--- config.mk ---
export PLATFORM = sky130hd
export DESIGN_NAME = alarm_bank
export DESIGN_NICKNAME = d
export VERILOG_FILES = /design/src/rtl/alarm_bank_pkg.sv /design/src/rtl/bcd_wrap_cnt.sv /design/src/rtl/alarm_bank.sv
export SDC_FILE = /design/constraint.sdc
export NUM_CORES = 1
export LEC_CHECK = 0
export BUFFER_PORTS_ARGS = -buffer_cell sky130_fd_sc_hd__clkbuf_2
export CAP_MARGIN = 10
export CELL_PAD_IN_SITES_DETAIL_PLACEMENT = 0
export CELL_PAD_IN_SITES_GLOBAL_PLACEMENT = 2
export CORE_MARGIN = 2
export CORE_UTILIZATION = 35
export DETAILED_ROUTE_END_ITERATION = 10
export GPL_ROUTABILITY_DRIVEN = 0
export PLACE_DENSITY = 0.76
export SLEW_MARGIN = 5
export SYNTH_ARGS = -nofsm -noshare
export SYNTH_HDL_FRONTEND = slang
export SYNTH_SLANG_ARGS = --single-unit
--- constraint.sdc ---
create_clock -name clock -period 5.5 [get_ports clock]
set_input_delay 0.55 -clock clock [delete_from_list [all_inputs] [get_ports clock]]
set_output_delay 0.55 -clock clock [all_outputs]
set_load 0.005 [all_outputs]
--- src/rtl/alarm_bank_pkg.sv ---
// Shared types, BCD limits and helpers for the alarm bank.
// The SNOOZE state exists only when ALARM_BANK_SNOOZE_EN is defined.
package alarm_bank_pkg;

`ifdef ALARM_BANK_SNOOZE_EN
    typedef enum logic [1:0] {
        ST_IDLE   = 2'd0,
        ST_RING   = 2'd1,
        ST_SNOOZE = 2'd2
    } state_t;
`else
    typedef enum logic [1:0] {
        ST_IDLE = 2'd0,
        ST_RING = 2'd1
    } state_t;
`endif

    localparam logic [7:0] BCD_MIN_MAX  = 8'h59;
    localparam logic [7:0] BCD_HOUR_MAX = 8'h23;

    // Bits needed to hold a countdown loaded with 'secs'.
    function automatic int tmr_width(input int secs);
        return $clog2(secs + 1);
    endfunction

    // BCD increment that wraps to 00 once 'max' is reached.
    function automatic logic [7:0] bcd_inc(input logic [7:0] val, input logic [7:0] max);
        logic [7:0] res;
        if (val >= max) begin
            res = 8'h00;
        end else if (val[3:0] >= 4'h9) begin
            res = {val[7:4] + 4'h1, 4'h0};
        end else begin
            res = {val[7:4], val[3:0] + 4'h1};
        end
        return res;
    endfunction

endpackage

--- src/rtl/bcd_wrap_cnt.sv ---
// 8-bit BCD up-counter that advances on a one-cycle enable pulse and
// wraps from MAX back to 00.
module bcd_wrap_cnt
    import alarm_bank_pkg::*;
#(
    parameter logic [7:0] MAX = 8'h59
) (
    input  logic       i_clock,
    input  logic       i_reset,
    input  logic       i_inc,
    output logic [7:0] o_q
);

    logic [7:0] r_q;

    // Counter register.
    always_ff @(posedge i_clock or posedge i_reset) begin
        if (i_reset) begin
            r_q <= 8'h00;
        end else if (i_inc) begin
            r_q <= bcd_inc(r_q, MAX);
        end else begin
            r_q <= r_q;
        end
    end

    assign o_q = r_q;

endmodule

--- src/rtl/alarm_bank.sv ---
// Multi-slot alarm register bank with ring/timeout controller.
// Optional snooze support is built when ALARM_BANK_SNOOZE_EN is defined.
module alarm_bank
    import alarm_bank_pkg::*;
#(
    parameter int NUM_ALARMS     = 4,
    parameter int SEL_W          = 2,
    parameter int RING_SECONDS   = 60,
    parameter int SNOOZE_SECONDS = 300
) (
    input  logic                  clock,
    input  logic                  reset,
    input  logic                  sec_tick,
    input  logic [SEL_W-1:0]      sel,
    input  logic                  minute_set,
    input  logic                  hour_set,
    input  logic                  en_toggle,
    input  logic                  stop,
    input  logic                  snooze,
    input  logic [7:0]            cur_hour,
    input  logic [7:0]            cur_minute,
    input  logic [7:0]            cur_second,
    output logic [7:0]            second_data,
    output logic [7:0]            minute_data,
    output logic [7:0]            hour_data,
    output logic [NUM_ALARMS-1:0] alarm_en,
    output logic                  ring,
    output logic [SEL_W-1:0]      ring_id
);

    localparam int RING_W = tmr_width(RING_SECONDS);
`ifdef ALARM_BANK_SNOOZE_EN
    localparam int SNOOZE_W = tmr_width(SNOOZE_SECONDS);
    localparam int TMR_W    = (RING_W > SNOOZE_W) ? RING_W : SNOOZE_W;
    localparam logic [TMR_W-1:0] SNOOZE_LOAD = TMR_W'(SNOOZE_SECONDS);
`else
    localparam int TMR_W = RING_W;
`endif
    localparam logic [TMR_W-1:0] RING_LOAD = TMR_W'(RING_SECONDS);
    localparam int SEL_SPAN = 2**SEL_W;

    logic r_min_d, r_hour_d, r_tog_d, r_stop_d;
    logic w_min_edge, w_hour_edge, w_tog_edge, w_stop_edge;
`ifdef ALARM_BANK_SNOOZE_EN
    logic r_snooze_d;
    logic w_snooze_edge;
`else
    logic [10:0] w_unused_snooze;
    assign w_unused_snooze = {snooze, 10'(SNOOZE_SECONDS)};
`endif

    logic [7:0]            w_slot_min  [NUM_ALARMS];
    logic [7:0]            w_slot_hour [NUM_ALARMS];
    logic [7:0]            w_min_pad   [SEL_SPAN];
    logic [7:0]            w_hour_pad  [SEL_SPAN];
    logic [NUM_ALARMS-1:0] w_tog_mask;
    logic [NUM_ALARMS-1:0] w_id_hit;
    logic [NUM_ALARMS-1:0] w_slot_match;
    logic [NUM_ALARMS-1:0] r_alarm_en;
    logic                  w_match_any;
    logic [SEL_W-1:0]      w_match_id;
    logic                  r_match_vld;
    logic [SEL_W-1:0]      r_match_id;
    logic                  w_dis_ring;

    state_t           r_state, w_state_nxt;
    logic [TMR_W-1:0] r_timer, w_timer_nxt, w_timer_dec;
    logic [SEL_W-1:0] r_ring_id, w_ring_id_nxt;
    logic             r_ring;

    // Key history bits for rising-edge detection.
    always_ff @(posedge clock or posedge reset) begin
        if (reset) begin
            r_min_d    <= 1'b0;
            r_hour_d   <= 1'b0;
            r_tog_d    <= 1'b0;
            r_stop_d   <= 1'b0;
`ifdef ALARM_BANK_SNOOZE_EN
            r_snooze_d <= 1'b0;
`endif
        end else begin
            r_min_d    <= minute_set;
            r_hour_d   <= hour_set;
            r_tog_d    <= en_toggle;
            r_stop_d   <= stop;
`ifdef ALARM_BANK_SNOOZE_EN
            r_snooze_d <= snooze;
`endif
        end
    end

    assign w_min_edge  = minute_set & ~r_min_d;
    assign w_hour_edge = hour_set & ~r_hour_d;
    assign w_tog_edge  = en_toggle & ~r_tog_d;
    assign w_stop_edge = stop & ~r_stop_d;
`ifdef ALARM_BANK_SNOOZE_EN
    assign w_snooze_edge = snooze & ~r_snooze_d;
`endif

    for (genvar gi = 0; gi < NUM_ALARMS; gi++) begin : g_slot
        logic w_hit;
        assign w_hit = (sel == SEL_W'(gi));

        bcd_wrap_cnt #(.MAX(BCD_MIN_MAX)) u_min (
            .i_clock (clock),
            .i_reset (reset),
            .i_inc   (w_min_edge & w_hit),
            .o_q     (w_slot_min[gi])
        );

        bcd_wrap_cnt #(.MAX(BCD_HOUR_MAX)) u_hour (
            .i_clock (clock),
            .i_reset (reset),
            .i_inc   (w_hour_edge & w_hit),
            .o_q     (w_slot_hour[gi])
        );

        assign w_tog_mask[gi]   = w_tog_edge & w_hit;
        assign w_id_hit[gi]     = (r_ring_id == SEL_W'(gi));
        assign w_min_pad[gi]    = w_slot_min[gi];
        assign w_hour_pad[gi]   = w_slot_hour[gi];
        assign w_slot_match[gi] = r_alarm_en[gi] && (cur_second == 8'h00) &&
                                  (w_slot_hour[gi] == cur_hour) &&
                                  (w_slot_min[gi] == cur_minute);
    end

    // Unpopulated select codes read back as 00.
    for (genvar gp = NUM_ALARMS; gp < SEL_SPAN; gp++) begin : g_pad
        assign w_min_pad[gp]  = 8'h00;
        assign w_hour_pad[gp] = 8'h00;
    end

    assign second_data = 8'h00;
    assign minute_data = w_min_pad[sel];
    assign hour_data   = w_hour_pad[sel];

    // Per-slot enable flags.
    always_ff @(posedge clock or posedge reset) begin
        if (reset) begin
            r_alarm_en <= {NUM_ALARMS{1'b0}};
        end else begin
            r_alarm_en <= r_alarm_en ^ w_tog_mask;
        end
    end

    // Lowest-index matching slot wins; scan high to low so it overrides last.
    always_comb begin
        w_match_any = |w_slot_match;
        w_match_id  = {SEL_W{1'b0}};
        for (int i = NUM_ALARMS - 1; i >= 0; i--) begin
            w_match_id = w_slot_match[i] ? SEL_W'(i) : w_match_id;
        end
    end

    // Match result sampled only on second ticks.
    always_ff @(posedge clock or posedge reset) begin
        if (reset) begin
            r_match_vld <= 1'b0;
            r_match_id  <= {SEL_W{1'b0}};
        end else begin
            r_match_vld <= sec_tick & w_match_any;
            r_match_id  <= w_match_id;
        end
    end

    assign w_dis_ring  = |(w_tog_mask & r_alarm_en & w_id_hit);
    assign w_timer_dec = r_timer - TMR_W'(1);

    // Ring controller next state; key edges take priority over tick countdown.
    always_comb begin
        w_state_nxt   = r_state;
        w_timer_nxt   = r_timer;
        w_ring_id_nxt = r_ring_id;
        case (r_state)
            ST_IDLE: begin
                if (r_match_vld) begin
                    w_state_nxt   = ST_RING;
                    w_timer_nxt   = RING_LOAD;
                    w_ring_id_nxt = r_match_id;
                end else begin
                    w_state_nxt = ST_IDLE;
                end
            end
            ST_RING: begin
                if (w_stop_edge || w_dis_ring) begin
                    w_state_nxt = ST_IDLE;
`ifdef ALARM_BANK_SNOOZE_EN
                end else if (w_snooze_edge) begin
                    w_state_nxt = ST_SNOOZE;
                    w_timer_nxt = SNOOZE_LOAD;
`endif
                end else if (sec_tick) begin
                    if (w_timer_dec == {TMR_W{1'b0}}) begin
                        w_state_nxt = ST_IDLE;
                    end else begin
                        w_timer_nxt = w_timer_dec;
                    end
                end else begin
                    w_state_nxt = ST_RING;
                end
            end
`ifdef ALARM_BANK_SNOOZE_EN
            ST_SNOOZE: begin
                if (w_stop_edge || w_dis_ring) begin
                    w_state_nxt = ST_IDLE;
                end else if (sec_tick) begin
                    if (w_timer_dec == {TMR_W{1'b0}}) begin
                        w_state_nxt = ST_RING;
                        w_timer_nxt = RING_LOAD;
                    end else begin
                        w_timer_nxt = w_timer_dec;
                    end
                end else begin
                    w_state_nxt = ST_SNOOZE;
                end
            end
`endif
            default: begin
                w_state_nxt = ST_IDLE;
            end
        endcase
    end

    // Ring controller state and registered buzzer request.
    always_ff @(posedge clock or posedge reset) begin
        if (reset) begin
            r_state   <= ST_IDLE;
            r_timer   <= {TMR_W{1'b0}};
            r_ring_id <= {SEL_W{1'b0}};
            r_ring    <= 1'b0;
        end else begin
            r_state   <= w_state_nxt;
            r_timer   <= w_timer_nxt;
            r_ring_id <= w_ring_id_nxt;
            r_ring    <= (w_state_nxt == ST_RING);
        end
    end

    assign alarm_en = r_alarm_en;
    assign ring     = r_ring;
    assign ring_id  = r_ring_id;

endmodule

-- Yosys cells after proc, flatten, opt, wreduce, memory -nomap -nowiden
Index checks and enable logic that the tools add are counted.
- input bits: 34
- bits in registers: 86
- equal/unequal tests: 20
- bitwise logic cells: 25
- order comparisons: 17
- $add $sub $neg: 17
- reduce and logical (&&, ||, !) cells: 39
- mux-type cells: 36
- operators by type and width (cell ; count):
    two-way mux 8 bit ; 20
    adder 4 x 1 -> 4 bit (second input constant) ; 16
    == test 8 bit ; 8
    binary-select mux 8 bit (select 2 bit) ; 2
    greater-or-equal comparator 4 bit (second input constant) ; 8
    greater-or-equal comparator 8 x 6 -> 1 bit (second input constant) ; 4
    greater-or-equal comparator 8 x 7 -> 1 bit (second input constant) ; 4
    two-way mux 6 bit ; 4
    AND reduction 2 bit ; 9
    nonzero test 2 bit ; 9
    bitwise AND 1 bit ; 17
    two-way mux 2 bit ; 7
    logical AND 1 bit ; 12
    case mux 6 bit (2 select lines) ; 1
    bitwise AND 4 bit ; 2
    == test 2 x 1 -> 1 bit (second input constant) ; 4
    == test 2 bit (second input constant) ; 4
    logical NOT 8 bit ; 1
    != test 2 bit (second input constant) ; 4
    OR reduction 4 bit ; 2
    logical NOT 2 bit ; 3
    logical NOT 6 bit ; 1
    subtractor 6 x 1 -> 6 bit (second input constant) ; 1
    AND reduction 5 bit ; 1
    7 further kinds ; 10

-- Longest topological paths before layout
- word-level depth: 10
- mapped depth: 10
- mapped depth without buffers: 8

-- By module
A second synthesis with hierarchy kept.
- cell total of the unflattened synthesis: 621
- area total of the unflattened synthesis: 6452.4 µm²
- by module, submodules not included (module ; area each (µm²) ; instances ; cells each):
    alarm_bank ; 2353.5 ; 1 ; 233
    bcd_wrap_cnt (g_slot[0].u_hour ...) ; 534.3 ; 4 ; 48
    bcd_wrap_cnt (g_slot[0].u_min ...) ; 490.5 ; 4 ; 49

-- Least setup slack after synthesis
Ideal clock, no wire load.
- path type: input to register
- from: input sel[0]
- to: register r_timer[1]
- setup slack: 2036 ps
- setup time: 125 ps
- arrival: 3339 ps
- stages on the path: 10
- buffers on the path: 3
- path through: clkbuf_1 -> clkbuf_1 -> clkbuf_1 -> nor3_1 -> ha_1 -> mux4_2 -> nor4_1 -> o41a_4 -> or2_4 -> mux2_4
- cells in the longest elaborated chain, start to end: 8
- elaborated cells between the ends (all ways): 14
- those cells by class: eq/ne: 4; bitwise: 6; reduce/logical: 4
- RTL lines (what ; RTL line ; text):
    from (decl) ; alarm_bank.sv:14 ; input logic [SEL_W-1:0] sel,
    == test 2 x 1 -> 1 bit, or another cell as far along ; alarm_bank.sv:102 ; assign w_hit = (sel == SEL_W'(gi));
    bitwise AND 1 bit ; alarm_bank.sv:118 ; assign w_tog_mask[gi] = w_tog_edge & w_hit;
    bitwise AND 4 bit (*) (2 in a row) ; alarm_bank.sv:166 ; assign w_dis_ring = |(w_tog_mask & r_alarm_en & w_id_hit);
    OR reduction 4 bit (*) ; alarm_bank.sv:166 ;
    logical OR 1 bit (*) ; alarm_bank.sv:185 ; if (w_stop_edge || w_dis_ring) begin
    != test 2 bit (no line) (*) ; -- ;
    AND reduction 5 bit (no line) (*) ; -- ;
    to (signal assigned) ; alarm_bank.sv:228 ; r_timer <= {TMR_W{1'b0}};
    to (signal assigned) ; alarm_bank.sv:233 ; r_timer <= w_timer_nxt;
    to (decl) ; alarm_bank.sv:67 ; logic [TMR_W-1:0] r_timer, w_timer_nxt, w_timer_dec;
Every way passes the cells marked *; elsewhere a longest branch is shown, timed or not.
A chain may end at the register's enable or synchronous reset.

-- Worst setup path after layout
- from: input sel[1]
- to: register r_timer[1]
Same word-level chain as after synthesis.

==> results.ini <==
[power_and_ir_drop]
ir_drop_uv = 186
p_total_w = 0.00273
p_leak_nw = 2.90
power.density_nw_per_um2 = 418

[die]
die_y_um = 132
core_um2 = 16000
rows = 46
die_x_um = 132
die_area_um2 = 17500
initial_core_util = 0.360
ioPinCount = 65

[final_layout]
final_util = 0.409
final_common_cell = dfrtp_1
finalNonFillerCells = 847
layout.nets = 706
area_growth_syn_to_layout_pct = 13.5
final_cell_mix = 86 x dfrtp_1, 55 x clkbuf_2, 51 x xnor2_1
layout-drive-gt1-share = 0.157
diodes = 0

[logic_synthesis]
syn_avg_cell_area_um2 = 9.93
yosysWarnings = 0
synth_edf_count = 0
ys.flop_type = dfrtp_1
async_flop_share = 1.00
ys_types = 54
netlist_instances = 580
synth_seq_cells = 86
syn_area_um2 = 5760
yosysSeqAreaShare = 0.374

[timing]
hold_viol = 0
fmax_mhz = 320
fin_hold_ws_ps = 264
setup_tns_ps = 0
post-route-period-util = 0.568
post-route-min-period_ps = 3120
report.final.slew_viol_count = 0
setup_viol = 0
rsz0062_at_grt = false
fin_skew_ps = 5.06
tightest_slew_ps = 908
max-slew-margin-rel = 0.390

[status]
status = finished clean

[worst_setup_path]
r2r_slack_ps = 2990
critPathRequiredTime_ps = 5740
reg2reg_depth = 7
cp.arrival_ps = 3360
r2r-end = g_slot[1].u_min.o_q[6]
cp-start-kind = input pin
reg2reg_from = g_slot[1].u_min.o_q[1]
cp_max_fo = 28
critPathKind = input pin to flop
endpoint_kind = flop

[clock_network]
clk_root_buffer_cell = clkbuf_16
clock-sinks = 86
cts_htree_levels = 3
hold_buffers = 0
path_clk_slew_ps = 70
post_cts_buffers = 0
post_cts_resized = 0
insertion_delay_ps = 350
cts_buffers = 9
clock_path_buffers = 2
cts_tree = built

[drt]
via_per_inst = 5.33
drt_iter0_markers = 292
drtPass1Iterations = 4
route.detailed.drc = 0
vias = 4511
wl_per_cell_um = 18.2
routed_wl_um = 15500
drtAntennaViolNets = 0

[placement]
dp_cells = 831
port-buffer-count = 55
dpl.hpwl_um = 11900

[global_route]
grt_pass1_vias = 4599
grt_start_max_net_pins = 50
gr-total-overflow = 0
track_usage = 0.183
grt_pass1_wl_um = 25000
antenna_found_initial = 0

[run]
maxCapViolations = 0

[worst_hold_path]
min_path_type = input pin to async pin

==> worst max path at each step <==
stage	depth (start not counted)	startpoint	slack, ps	endpoint
finish	9	sel[1]	2380	r_timer[1]
global route	9	sel[1]	2210	r_timer[1]
CTS	9	sel[1]	2370	r_timer[1]
detailed placement	9	sel[1]	1990	r_timer[1]
global placement	9	sel[1]	2020	r_timer[1]
floorplan	10	sel[0]	2040	r_timer[1]
==> per-layer routing <==
layer / GRT usage / wire [µm]
met1: 0.251 / 7300
met2: 0.293 / 7140
met3: 0.0400 / 777
met4: 0.0514 / 233
met5: 0 / 0
==> registers in the layout, indices dropped and copies added, names as in the netlist, 2 cells and up <==
name               flops
g_slot.u_hour.o_q     32
alarm_en               4
r_match_id             2
r_state                2
r_timer                6
ring_id                2
g_slot.u_min.o_q      32
==> cell usage after synthesis, types with 11 or more instances <==
master | count | share of area
inv_1 | 38 | 0.025
nor3_1 | 22 | 0.019
xnor2_1 | 51 | 0.078
a21oi_1 | 12 | 0.010
nand3_1 | 28 | 0.024
xor2_1 | 15 | 0.023
nor2_1 | 27 | 0.018
nand4_1 | 14 | 0.015
ha_1 | 46 | 0.10
nand2_1 | 25 | 0.016
nand2b_1 | 11 | 0.012
o21ai_1 | 32 | 0.028
mux4_2 | 17 | 0.066
clkbuf_1 | 20 | 0.013
dfrtp_1 | 86 | 0.37
==> through the flow <==
| stage | area (µm²) | setup WS (ps) |
|---|---|---|
| 2_1_floorplan | 5790 | 2040 |
| 3_3_place_gp | 6200 | 2020 |
| 3_5_place_dp | 6200 | 1990 |
| 4_1_cts | 6540 | 2370 |
| 5_1_grt | 6540 | 2210 |
| 6_report | 6540 | 2380 |
==> kinds of logic (layout without fill, tap and decap cells) <==
family | after synthesis | after routing | synth area share
other cells | 1 | 9 | 0.000651
simple gates | 187 | 187 | 0.179
mux | 27 | 27 | 0.0854
flops | 86 | 86 | 0.374
fa+ha+maj | 46 | 46 | 0.100
buf+inv | 69 | 112 | 0.0502
compound gates | 98 | 98 | 0.111
xor+xnor | 66 | 66 | 0.100
==> critical path: stages <==
cell and delay, ps:
clkbuf_2 640, nand2b_1 330, nor2_1 90, ha_1 180
mux4_2 470, nor4_1 350, o41a_4 270, or2_4 160
mux2_4 300
==> report_power, final <==
group | internal [W] | switching, W | leakage [nW] | total (W)
Combinational | 0.000453 | 0.000475 | 1.63 | 0.000928
Clock | 0.000423 | 0.000263 | 0.162 | 0.000686
Sequential | 0.000797 | 0.000323 | 1.11 | 0.00112
==> layout make-up <==
class	count	area, µm²
clock inverter	5	81.3
timing repair buffer	56	283
inverter	40	151
sequential	86	2150
tap	216	270
clock buffer	11	253
multi-input combinational	433	3350
fill	1603	9460
Note: power is estimated with default switching activity, not from simulation.
